`src/rtl/mem_stage_mc.sv`:
```
// mem_stage_mc: multi-cycle memory stage between execute and writeback.
//
// Purpose:
//   Computes the combinational redirect PC (branch target, jump target or
//   fall-through). Drives a variable-latency data memory through a
//   level-request / done handshake and registers results toward writeback
//   behind a valid/ready pair. Detects misaligned accesses, aborts memory
//   requests after a watchdog timeout and stalls execute while busy.
//
// Ports:
//   clk, rst                 clock, asynchronous active-high reset
//   in_valid / in_ready      op handshake from execute
//   pc_add, imm_src, imm8_ext, imm11_ext, brch_cnd, alu_jump, alu_result
//                            redirect PC inputs (alu_result is also the address)
//   mem_read, mem_write, wdata, halt
//                            access type, store data, halt/dump request
//   next_pc                  combinational redirect PC
//   out_valid / out_ready    result handshake toward writeback
//   out_rdata, out_alu, out_err
//                            load data, registered alu_result, status code
//   stall                    in_valid & ~in_ready
//   mem_en, mem_wr, mem_addr, mem_wdata, mem_createdump
//                            memory request (level), write select, dump pulse
//   mem_done, mem_rdata, mem_err
//                            memory completion, read data, error flag

module mem_stage_mc #(
    parameter int DW        = 16,
    parameter int AW        = 16,
    parameter int TIMEOUT   = 64,
    parameter int ALIGN_CHK = 1
) (
    input  logic          clk,
    input  logic          rst,
    input  logic          in_valid,
    output logic          in_ready,
    input  logic [AW-1:0] pc_add,
    input  logic          imm_src,
    input  logic [AW-1:0] imm8_ext,
    input  logic [AW-1:0] imm11_ext,
    input  logic          brch_cnd,
    input  logic          alu_jump,
    input  logic [AW-1:0] alu_result,
    input  logic          mem_read,
    input  logic          mem_write,
    input  logic [DW-1:0] wdata,
    input  logic          halt,
    output logic [AW-1:0] next_pc,
    output logic          out_valid,
    input  logic          out_ready,
    output logic [DW-1:0] out_rdata,
    output logic [AW-1:0] out_alu,
    output logic [1:0]    out_err,
    output logic          stall,
    output logic          mem_en,
    output logic          mem_wr,
    output logic [AW-1:0] mem_addr,
    output logic [DW-1:0] mem_wdata,
    output logic          mem_createdump,
    input  logic          mem_done,
    input  logic [DW-1:0] mem_rdata,
    input  logic          mem_err
);

    localparam int CW = $clog2(TIMEOUT);
    localparam logic [AW-1:0] ALIGN_MASK = AW'(DW / 8 - 1);
    localparam logic [CW-1:0] CNT_LAST   = CW'(TIMEOUT - 1);

    typedef enum logic {IDLE, WAIT} state_t;

    state_t        state, state_nxt;
    logic [CW-1:0] wait_cnt;
    logic          is_load;
    logic          halt_pend;
    logic          accept;
    logic          has_access;
    logic          misaligned;
    logic          start_req;
    logic          finish;
    logic          abort;
    logic [AW-1:0] sel_imm;

    // Redirect PC: the immediate is a halfword offset, the sum wraps at 2^AW.
    assign sel_imm = imm_src ? imm11_ext : imm8_ext;
    assign next_pc = alu_jump ? alu_result
                   : (brch_cnd ? pc_add + (sel_imm << 1) : pc_add);

    // A new op may only enter while no request is outstanding and the
    // result register is empty or being drained this cycle.
    assign in_ready   = (state == IDLE) & (~out_valid | out_ready);
    assign stall      = in_valid & ~in_ready;
    assign accept     = in_valid & in_ready;
    assign has_access = mem_read | mem_write;
    assign misaligned = (ALIGN_CHK != 0) && ((alu_result & ALIGN_MASK) != '0);

    // State register.
    always_ff @(posedge clk or posedge rst) begin
        if (rst) state <= IDLE;
        else     state <= state_nxt;
    end

    // Next-state logic. mem_done is tested before the watchdog so a
    // completion arriving on the last allowed cycle is still honoured.
    always_comb begin
        state_nxt = state;
        start_req = 1'b0;
        finish    = 1'b0;
        abort     = 1'b0;
        case (state)
            IDLE: begin
                if (accept && has_access && !misaligned) begin
                    start_req = 1'b1;
                    state_nxt = WAIT;
                end
            end
            WAIT: begin
                if (mem_done) begin
                    finish    = 1'b1;
                    state_nxt = IDLE;
                end else if (wait_cnt == CNT_LAST) begin
                    abort     = 1'b1;
                    state_nxt = IDLE;
                end
            end
            default: state_nxt = IDLE;
        endcase
    end

    // Datapath: memory request registers, wait counter and the result
    // register. Ops without a memory request (no access or misaligned)
    // produce their result on the accept edge; memory ops produce it on
    // completion or abort. The dump pulse always coincides with the first
    // cycle the halt op's result is valid.
    always_ff @(posedge clk or posedge rst) begin
        if (rst) begin
            mem_en         <= 1'b0;
            mem_wr         <= 1'b0;
            mem_addr       <= '0;
            mem_wdata      <= '0;
            mem_createdump <= 1'b0;
            out_valid      <= 1'b0;
            out_rdata      <= '0;
            out_alu        <= '0;
            out_err        <= 2'b00;
            wait_cnt       <= '0;
            is_load        <= 1'b0;
            halt_pend      <= 1'b0;
        end else begin
            mem_createdump <= 1'b0;

            if (out_valid && out_ready) begin
                out_valid <= 1'b0;
            end

            if (accept && !start_req) begin
                out_valid      <= 1'b1;
                out_rdata      <= '0;
                out_alu        <= alu_result;
                out_err        <= has_access ? 2'b01 : 2'b00;
                mem_createdump <= halt;
            end

            if (start_req) begin
                mem_en    <= 1'b1;
                mem_wr    <= mem_write;
                mem_addr  <= alu_result;
                mem_wdata <= wdata;
                is_load   <= mem_read & ~mem_write;
                halt_pend <= halt;
                wait_cnt  <= '0;
            end

            if (state == WAIT) begin
                if (finish || abort) begin
                    mem_en         <= 1'b0;
                    out_valid      <= 1'b1;
                    out_alu        <= mem_addr;
                    out_rdata      <= (finish && is_load) ? mem_rdata : '0;
                    out_err        <= finish ? (mem_err ? 2'b11 : 2'b00) : 2'b10;
                    mem_createdump <= halt_pend;
                    wait_cnt       <= '0;
                end else begin
                    wait_cnt <= wait_cnt + CW'(1);
                end
            end
        end
    end

endmodule

```
`config.mk`:
```
export PLATFORM = sky130hd
export DESIGN_NAME = mem_stage_mc
export DESIGN_NICKNAME = d
export VERILOG_FILES = /design/src/rtl/mem_stage_mc.sv
export SDC_FILE = /design/constraint.sdc
export NUM_CORES = 1
export LEC_CHECK = 0
export CAP_MARGIN = 5
export CELL_PAD_IN_SITES_DETAIL_PLACEMENT = 1
export CELL_PAD_IN_SITES_GLOBAL_PLACEMENT = 1
export CORE_MARGIN = 5
export CORE_UTILIZATION = 35
export CTS_CLUSTER_DIAMETER = 60
export CTS_CLUSTER_SIZE = 24
export DETAILED_ROUTE_END_ITERATION = 10
export DONT_BUFFER_PORTS = 1
export PLACE_DENSITY_LB_ADDON = 0.1
export SLEW_MARGIN = 10
export SYNTH_ARGS = -nofsm -noshare
export SYNTH_HDL_FRONTEND = slang
export SYNTH_SLANG_ARGS = --single-unit
export TNS_END_PERCENT = 100
```
`constraint.sdc`:
```
create_clock -name clk -period 4.8 [get_ports clk]
set_clock_uncertainty 0.05 [all_clocks]
set_input_delay 0.96 -clock clk [delete_from_list [all_inputs] [get_ports clk]]
set_output_delay 0.96 -clock clk [all_outputs]
set_load 0.005 [all_outputs]
```
* Word level (Yosys, flattened, before mapping) *
Cells that the tools add are included.

storage, ports and cells
  flip-flop bits (word level) = 79
  memory bits (writable) = 0
  output and inout port bits = 88
  memories kept = 0
  ROM bits = 0
  bits in latches = 0

operators by class
  $lt $le $gt $ge = 0
  eq/ne operators = 1
  reductions and logical operators = 9
  shift operators = 0
  multiply operators = 0
  mux-type cells = 39
  divide/modulo/power cells = 0
  $add $sub $neg = 2
  bitwise operators = 10

operator list
  cell                                          number
  2-to-1 mux 16 bit                             9
  2-to-1 mux 1 bit                              20
  2-to-1 mux 6 bit                              3
  adder 16 bit                                  1
  2-to-1 mux 15 bit                             1
  2-to-1 mux 2 bit                              5
  adder 6 x 1 -> 6 bit (second input constant)  1
  == test 6 bit (second input constant)         1
  logical AND 1 bit                             5
  AND 1 bit                                     4
  NOT 1 bit                                     4
  logical NOT 1 bit                             2
  OR 1 bit                                      2
  one-hot mux 1 bit (2 select lines)            1
  nonzero test 2 bit                            1
  logical OR 1 bit                              1

* Longest topological paths before layout *
Gate-level depths: netlist of the first run.

  depth in word-level cells = 13
  gate-level depth with buffers = 13
  depth with buffers taken out = 12

* Worst setup path before layout of the first run *
No wires, ideal clock.

  path type = input -> output
  start point = input imm_src
  end point = output next_pc[15]
  stages on the path = 12
  arrival time = 3.522 ns
  path slack = 0.268 ns
  required time = 3.790 ns
  cell sequence = clkbuf_1 buf_1 mux2_2 ha_1 a211oi_2 o21ai_1 a21o_1 a21o_1 a41o_1 a31oi_1 xnor2_1 o21ai_1

on the way
  longest elaborated chain between the ends = 4

ends and longest elaborated chain
  what               RTL line  source
  start, declared    38        input logic imm_src,
  2-to-1 mux 15 bit  84        assign sel_imm = imm_src ? imm11_ext : imm8_ext;
  adder 16 bit       86        : (brch_cnd ? pc_add + (sel_imm << 1) : pc_add);
  2-to-1 mux 16 bit  86
  2-to-1 mux 16 bit  85        assign next_pc = alu_jump ? alu_result
  end, declared      48        output logic [AW-1:0] next_pc,

No other way between the ends.

* Worst setup path in the final report of the first run *
Ends and elaborated chain as after synthesis.

==> results of run 1 <==
-- area by class of cell --
cell class	count	area [um2]
clock buffers	11	242.7
clock inverters	4	70.07
fillers	1397	7229
inverters	14	53.80
multi-input cells	342	2110
flip-flops and latches	79	1977
well taps	147	183.9
repair buffers	6	45.04
-- through the flow --
stage	utilization	worst slack, ps	total power [uW]	instance area [um2]	std cells
final	0.3931	467.2	2104	4682	603
after global routing	0.3931	343.3	2245	4682	603
after CTS	0.3931	445.7	2145	4682	603
after detailed placement	0.3668	458.7	1409	4369	588
after global placement	0.3668	538.8	1384	4369	588
after floorplan	-	268.5	1271	4230	459
-- worst paths after layout --
path                            cells past startpoint                 endpoint  slack [ps]
worst max-delay path                               12              next_pc[15]         470
worst max register to register                      7      out_valid$_DFF_PP0_        1960
max in group asynchronous                           2  out_rdata[11]$_DFF_PP0_        3170
worst min-delay path                                2      is_load$_DFFE_PP0P_         430
worst min register to register                      2      is_load$_DFFE_PP0P_         430
min in group asynchronous                           1   out_rdata[8]$_DFF_PP0_         570
-- per-layer routing --
layer / vias to the layer above / track usage / share of wire
li1: 1561 / - / -
met4: 0 / 0.03579 / 0.0070
met5: - / 0 / 0
met3: 8 / 0.07022 / 0.081
met2: 98 / 0.3010 / 0.50
met1: 1659 / 0.2115 / 0.41
-- power by group through the flow --
stage / sequential, uW / combinational (uW) / clock [uW]
2_1_floorplan: 945 / 326 / 0
3_3_place_gp: 1010 / 374 / 0
3_5_place_dp: 1010 / 395 / 0
4_1_cts: 1000 / 396 / 745
5_1_grt: 1020 / 449 / 773
6_report: 996 / 386 / 722
-- flip-flops by register name, indices dropped and copies added (netlist names) --
register and cells:
mem_en 1, out_rdata 16, state 1, out_valid 1, wait_cnt 6, halt_pend 1, out_err 2, mem_wdata 16
mem_wr 1, mem_addr 16, is_load 1, out_alu 16, mem_createdump 1
-- worst reg2reg max path: cells and delay by family (launching register included) --
kind | cells | cell delay (ps)
flops | 1 | 540
simple gates | 2 | 1160
buf+inv | 2 | 460
compound gates | 3 | 460
-- layout by cell type (no fill, tap or decap), types with 6 or more instances in the layout --
cell	netlist	layout
sky130_fd_sc_hd__a21o_1	7	7
sky130_fd_sc_hd__a21oi_1	18	18
sky130_fd_sc_hd__a22o_1	16	16
sky130_fd_sc_hd__buf_4	3	6
sky130_fd_sc_hd__clkbuf_16	0	9
sky130_fd_sc_hd__dfrtp_1	79	79
sky130_fd_sc_hd__ha_1	15	15
sky130_fd_sc_hd__inv_1	13	12
sky130_fd_sc_hd__mux2_2	15	15
sky130_fd_sc_hd__mux2i_1	21	21
sky130_fd_sc_hd__nand2_1	129	129
sky130_fd_sc_hd__nor2_1	14	13
sky130_fd_sc_hd__o21ai_0	41	41
sky130_fd_sc_hd__xor2_1	9	9
-- kinds of logic after synthesis --
logic type,after synthesis,synth area share
DFF,79,0.4673
adders and majority gates,16,0.04910
muxes,36,0.08962
and+or+nand+nor,166,0.1621
xor gates and xnor gates,14,0.02899
AOI/OAI and AO/OA,110,0.1659
buffers and inverters,38,0.03697
==> out/summary.md, run 1 <==
The worst hold path belongs to the class register to register. In this run the remaining antenna-violating nets after routing total 0. The count of hold buffers inserted by post-cts repair is 0.

TritonCTS built the clock tree. The setup fix buffers added after clock tree synthesis came out at 0. The logs give 2 for the maximum count of clock buffers along a single path and 320 ps for the source-to-sink clock delay at the later pin of the worst-skew pair.

The logs give 0.01191 mm2 for the core outline area and 1467 uW for the internal power of the cells. Of all cell types, the one taking the most synthesized area is sky130_fd_sc_hd__dfrtp_1. The critical path capture point type was an output port. In this run the critical register-to-register path is launched from state$_DFF_PP0_. The slowest stage of the critical path belongs to the cell sky130_fd_sc_hd__a31oi_1.

Among all cell types in the netlist, the one instantiated most often is sky130_fd_sc_hd__nand2_1. The synthesized netlist net count is 583, and the netlist area before placement is 0.004230 mm2. The number of enable-type register cells in the synthesized netlist is 0, and the maximum number of pins on one net before global-route repair is 44.

The final period utilization works out to 0.9027. The clock input transition at the sequential cells of the worst setup and hold paths is 60 ps. In this design, the critical path's most frequently occurring cell is sky130_fd_sc_hd__o21ai_1. The leakage power of the design is 0.002301 uW. Setup repair after global routing left no endpoint under its margin. The via count of the first global-routing pass came out at 3591. STA classifies the critical path startpoint as a primary input. The cell count after synthesis was 459. The repair_antennas step left the layout with diodes totalling 0.

The total overflow left after global routing is 0. Dividing the detail-routed wire length by the instance count gives 21.00 um. The critical path goes through mux2_2 > ha_1 > inv_1 > fa_1 > nor2b_1 > o31a_1 > o21ai_1 > nand2b_1 > a41o_1 > a31oi_1 > xnor2_1 > o21ai_1. For the DRC violation total after the first TritonRoute iteration, the log shows 72.

Grouping stages by cell kind, the critical path spends the most delay in compound AO/OA/AOI/OAI gates. For this run, the post-layout net count is 576. First-pass detailed-route iteration total: 5. The most critical setup path has its startpoint at imm_src. The average via count per standard cell is 5.516. Post-layout minimum cycle time: 4333 ps. The master cell of the clock root buffer was sky130_fd_sc_hd__clkbuf_16.

By count the netlist is led by 129 x sky130_fd_sc_hd__nand2_1, 79 x sky130_fd_sc_hd__dfrtp_1, 41 x sky130_fd_sc_hd__o21ai_0. Number of top-level pins: 196. The tightest hold path in the finished design has a slack of 431.9 ps. The floorplan has 40 rows. In the synthesized netlist the dominant register cell turns out to be sky130_fd_sc_hd__dfrtp_1.

Counting the buffers created by CTS gives 9. The largest fanout on the critical path came out at 15. Post-CTS repair changed the size of 0 cells. In the routed design, unresolved DRC markers number 0.

The tools report the share of synthesized area occupied by flip-flops and latches as 0.4673. By area the synthesized netlist is led by sky130_fd_sc_hd__dfrtp_1 47%, sky130_fd_sc_hd__nand2_1 11%, sky130_fd_sc_hd__mux2i_1 5.0%. The total negative setup slack is 0 ps, and the pin slew with the least headroom to its limit is 1103 ps. The proportion of netlist area held by the largest area contributor came out at 0.4673. For the total count of max-transition violations in the final report, the log shows 0. The first global-routing pass estimated 20150 um of wire.

The flow ran to the end, and the final reports show no timing, DRC or antenna violations. Buffer and inverter count on the worst path: 1. Measured along the x axis, the die boundary spans 119.9 um. The headroom to the max-slew limit was 0.2629. Port buffering added 0 buffers. Dividing total power by cell area gives a power density of 449.4 mW/mm2. The half-perimeter wire length after detailed placement was 9633 um.

Across the VDD grid, the largest voltage drop is 0.2066 mV. STA puts the critical path data required time at 3790 ps. Mean instance size in the synthesized netlist: 9.216 um2. Compared with the post-synthesis result, the final layout area differs by 10.68%. The max-capacitance violation count was 0; the flip-flop and latch count after synthesis was 79. For the wire length after detailed routing, the log shows 12660 um.

Fraction of power consumed by combinational cells: 0.183. Starting utilization of the core area: 0.3551. Summed over all nets, the switching power comes to 637.1 uW. The start point of the worst min-delay path is is_load$_DFFE_PP0P_. Yosys mapped the design onto 44 distinct sky130hd cell types. Data on the critical path arrives at its endpoint at 3320 ps.

The run gives 0.343 as the clock share of power. The die covers 0.01439 mm2. Setup violations remaining at the end of the flow were counted as 0. The async set-reset flop share out of synthesis is 1.000.

The number of antenna violations at the first check in global routing was 0. Across all layers, the routed design uses 3326 vias. The fraction of layout instances using a drive strength above 1 is 0.09649, and the vertical extent of the die is 119.9 um.

The run gives 0.473 as the part of the total power dissipated in sequential elements. The hold violation total from the final report was 0; the overall global routing resource usage was 0.1767. During synthesis, Yosys emitted a total of 0 warnings.

The congestion estimate from routability-driven global placement came to 0.7725. The maximum cell stage delay along the critical path is 330 ps. The switching share of power came out at 0.3028. The depth of the CTS H-tree is 3.

The kind of critical path is primary input to output port. The logs give 0.2308 GHz for the maximum achievable frequency and 79 for the count of clock tree sinks.
Power figures use the tool's default switching activity.
==> run 2, diff against run 1 <==
CORE_MARGIN = 2   (was 5)
==> run 2 against run 1 <==
Net effect:
- critical path depth unchanged
- clock power increased by 6.6%
- first-iteration DRC count increased by 120%
==> out/summary.md, run 2 (synthesis results as in run 1) <==
The tools report the total negative setup slack as 0 ps (unchanged). The tools report the maximum VDD drop as 0.2403 mV (+16%). The buffer and inverter count on the worst path was 1 (unchanged).

For the depth of the CTS H-tree, the log shows 3 (unchanged). The number of top-level pins came out at 196 (unchanged). The maximum cell stage delay along the critical path works out to 360 ps (+30 ps). The setup fix buffers added after clock tree synthesis came out at 0 (unchanged). In the layout the commonest cells are 129 x sky130_fd_sc_hd__nand2_1, 79 x sky130_fd_sc_hd__dfrtp_1, 41 x sky130_fd_sc_hd__o21ai_0, 21 x sky130_fd_sc_hd__mux2i_1, 18 x sky130_fd_sc_hd__a21oi_1.

The count of inserted antenna diode cells is 0 (unchanged), and the largest fanout on the critical path is 15 (unchanged). The wire length per cell after detailed routing was 20.12 um (-4.2%); the met3 wire length was 900 um (-13%). The kind of critical path is primary input to output port. The number of placed instances with taps included is 588 (unchanged), and the clock input transition at the sequential cells of the worst setup and hold paths is 60 ps (about the same).

The leakage power of the design is 0.002316 uW (+0.68%), and the headroom to the max-slew limit is 0.3703 (+0.1074). Count of hold buffers inserted by post-cts repair: 0 (unchanged). The average via count per standard cell was 5.513 (about the same).

The post-route DRC violation count was 0 (unchanged). The tools report the area enclosed by the die boundary as 0.01298 mm2 (-9.8%). The run gives 604 (+0.17%) as the filler-free cell count of the finished design. The logs give 0.2283 GHz (-1.1%) for the maximum achievable frequency and 55 (+25%) for the maximum number of pins on one net before global-route repair.

Vertical extent of the die: 113.9 um (-5.0%). TritonCTS built the clock tree. Post-cts resize count: 0 (unchanged).

The worst setup path is launched from a primary input. For the first-pass detailed-route iteration total, the log shows 5 (unchanged). The highest metal layer carrying signal wires in the routed design is met4. The logs give 0 (unchanged) for the hold violation total from the final report and 8874 um (-7.9%) for the half-perimeter wire length after detailed placement.

The logs give 40 (unchanged) for the site row count and 3330 (+0.12%) for the total number of vias. Setup repair after global routing left no endpoint under its margin. The area added between synthesis and finish is 11.48%. The logs give 428.5 ps (-3.475 ps) for the final worst hold slack and 5987 um (-6.3%) for the met2 wirelength from detailed routing. In this design, the critical path's most frequently occurring cell is sky130_fd_sc_hd__o21ai_1. Overall global routing resource usage: 0.1886 (+0.01185).

The tightest min-delay check is of the register to register type. The slowest stage of the critical path belongs to the cell sky130_fd_sc_hd__a31oi_1. For the number of buffers inserted during clock tree synthesis, the log shows 9 (unchanged). The tools report the master cell of the clock root buffer as sky130_fd_sc_hd__clkbuf_16.

Count of nets left with antenna violations after detail routing: 0 (unchanged). Leaving out fill and tap cells, the most frequent cell in the layout is sky130_fd_sc_hd__nand2_1. The final period utilization was 0.9127 (+0.01001). The number of antenna violations at the first check in global routing is 0 (unchanged), and the number of nets in the layout is 576 (unchanged).

Broken down by cell family, the worst path's largest delay share belongs to compound AO/OA/AOI/OAI gates. The first-pass GRT wire length is 18980 um (-5.8%), and the source-to-sink clock delay at the later pin of the worst-skew pair is 330 ps (about the same). The max-capacitance violation count is 0 (unchanged). The number of port buffers was 0 (unchanged). The horizontal extent of the die was 113.9 um (-5.0%). The post-route met1 wirelength came out at 5148 um (-0.12%). Fraction of layout instances using a drive strength above 1: 0.1007 (+0.004165).

The signal on the critical path passes through mux2_2 > ha_1 > inv_1 > fa_1 > nor2b_1 > o31a_1 > o21ai_1 > nand2b_1 > a41o_1 > a31oi_1 > xnor2_1 > o21ai_1. For the core outline area, the log shows 0.01191 mm2 (unchanged). For the DRC violation total after the first TritonRoute iteration, the log shows 155 (+120%).

The run finished with clean final reports. The total count of max-transition violations in the final report came out at 0 (unchanged). The starting utilization of the core area came out at 0.3551 (unchanged). The arrival time at the worst endpoint came out at 3370 ps (+50 ps).

The logs give 3484 (-3.0%) for the via count of the first global-routing pass and 3790 ps (about the same) for the data required time of the worst path. The tools report the total congestion overflow as 0 (unchanged). STA classifies the critical path endpoint as an output port. The layout filler cell count came out at 1375 (-1.6%). For the final weighted congestion in routability-driven placement, the log shows 0.7677 (-0.62%). The post-layout minimum cycle time was 4381 ps (+48.03 ps); the power density of the placed cells was 456.0 mW/mm2 (+1.5%). The logs give 2 (unchanged) for the maximum count of clock buffers along a single path and 12150 um (-4.0%) for the wire length after detailed routing. Total of endpoints with negative setup slack in the final report: 0 (unchanged).

For the count of clock tree sinks, the log shows 79 (unchanged). The pin slew with the least headroom to its limit works out to 943.4 ps (-159.9 ps).
==> run 2: cell count changes in the layout (fill, tap and decap cells not counted), sizes merged <==
cell    previous run  this run
clkbuf            11        14
clkinv             3         1
==> run 2: worst paths after layout <==
check                                      startpoint                       end  slack (ps)  cells after the start
worst min register to register  halt_pend$_DFFE_PP0P_  mem_createdump$_DFF_PP0_         430                      2
max in group asynchronous                         rst      out_alu[0]$_DFF_PP0_        3160                      2
worst min-delay path            halt_pend$_DFFE_PP0P_  mem_createdump$_DFF_PP0_         430                      2
min in group asynchronous                         rst   out_rdata[12]$_DFF_PP0_         650                      1
worst max register to register        state$_DFF_PP0_       out_valid$_DFF_PP0_        2210                      7
worst max-delay path                          imm_src               next_pc[15]         420                     12
==> run 2: cell type report <==
class	count	area [um2]	area share
flip-flops and latches	79	1977	0.4192
clock inverters	2	60.06	0.01274
inverters	14	53.80	0.01141
multi-input cells	342	2112	0.4479
clock buffers	14	284.0	0.06023
well taps	147	183.9	0.03900
repair buffers	6	45.04	0.009552
==> run 2: metrics by stage <==
stage,setup WS [ps],power (uW),util,area (um2)
after floorplan,268.5,1271,-,4230
after global placement,543.8,1377,0.3668,4369
after detailed placement,470.3,1400,0.3668,4369
after CTS,450.2,2181,0.3957,4713
after global routing,303.5,2293,0.3959,4716
final,419.2,2150,0.3959,4716
==> run 2: routing by layer <==
metal | track usage | vias to the layer above
met5 | 0 | -
met4 | 0.05122 | 0
met3 | 0.06695 | 8
met2 | 0.3111 | 98
met1 | 0.2348 | 1668
li1 | - | 1556
==> run 2: worst min-delay path, delay by kind of cell, from the launching register on <==
family / cells / cell delay, ps
simple gates: 1 / 50
flops: 1 / 340
compound gates: 1 / 60
==> run 2: power by group <==
part | leakage, uW | total [uW] | switching (uW) | internal [uW]
combinational | 0.00114 | 389 | 218 | 171
clock | 0.000169 | 770 | 257 | 512
sequential | 0.00101 | 991 | 160 | 832
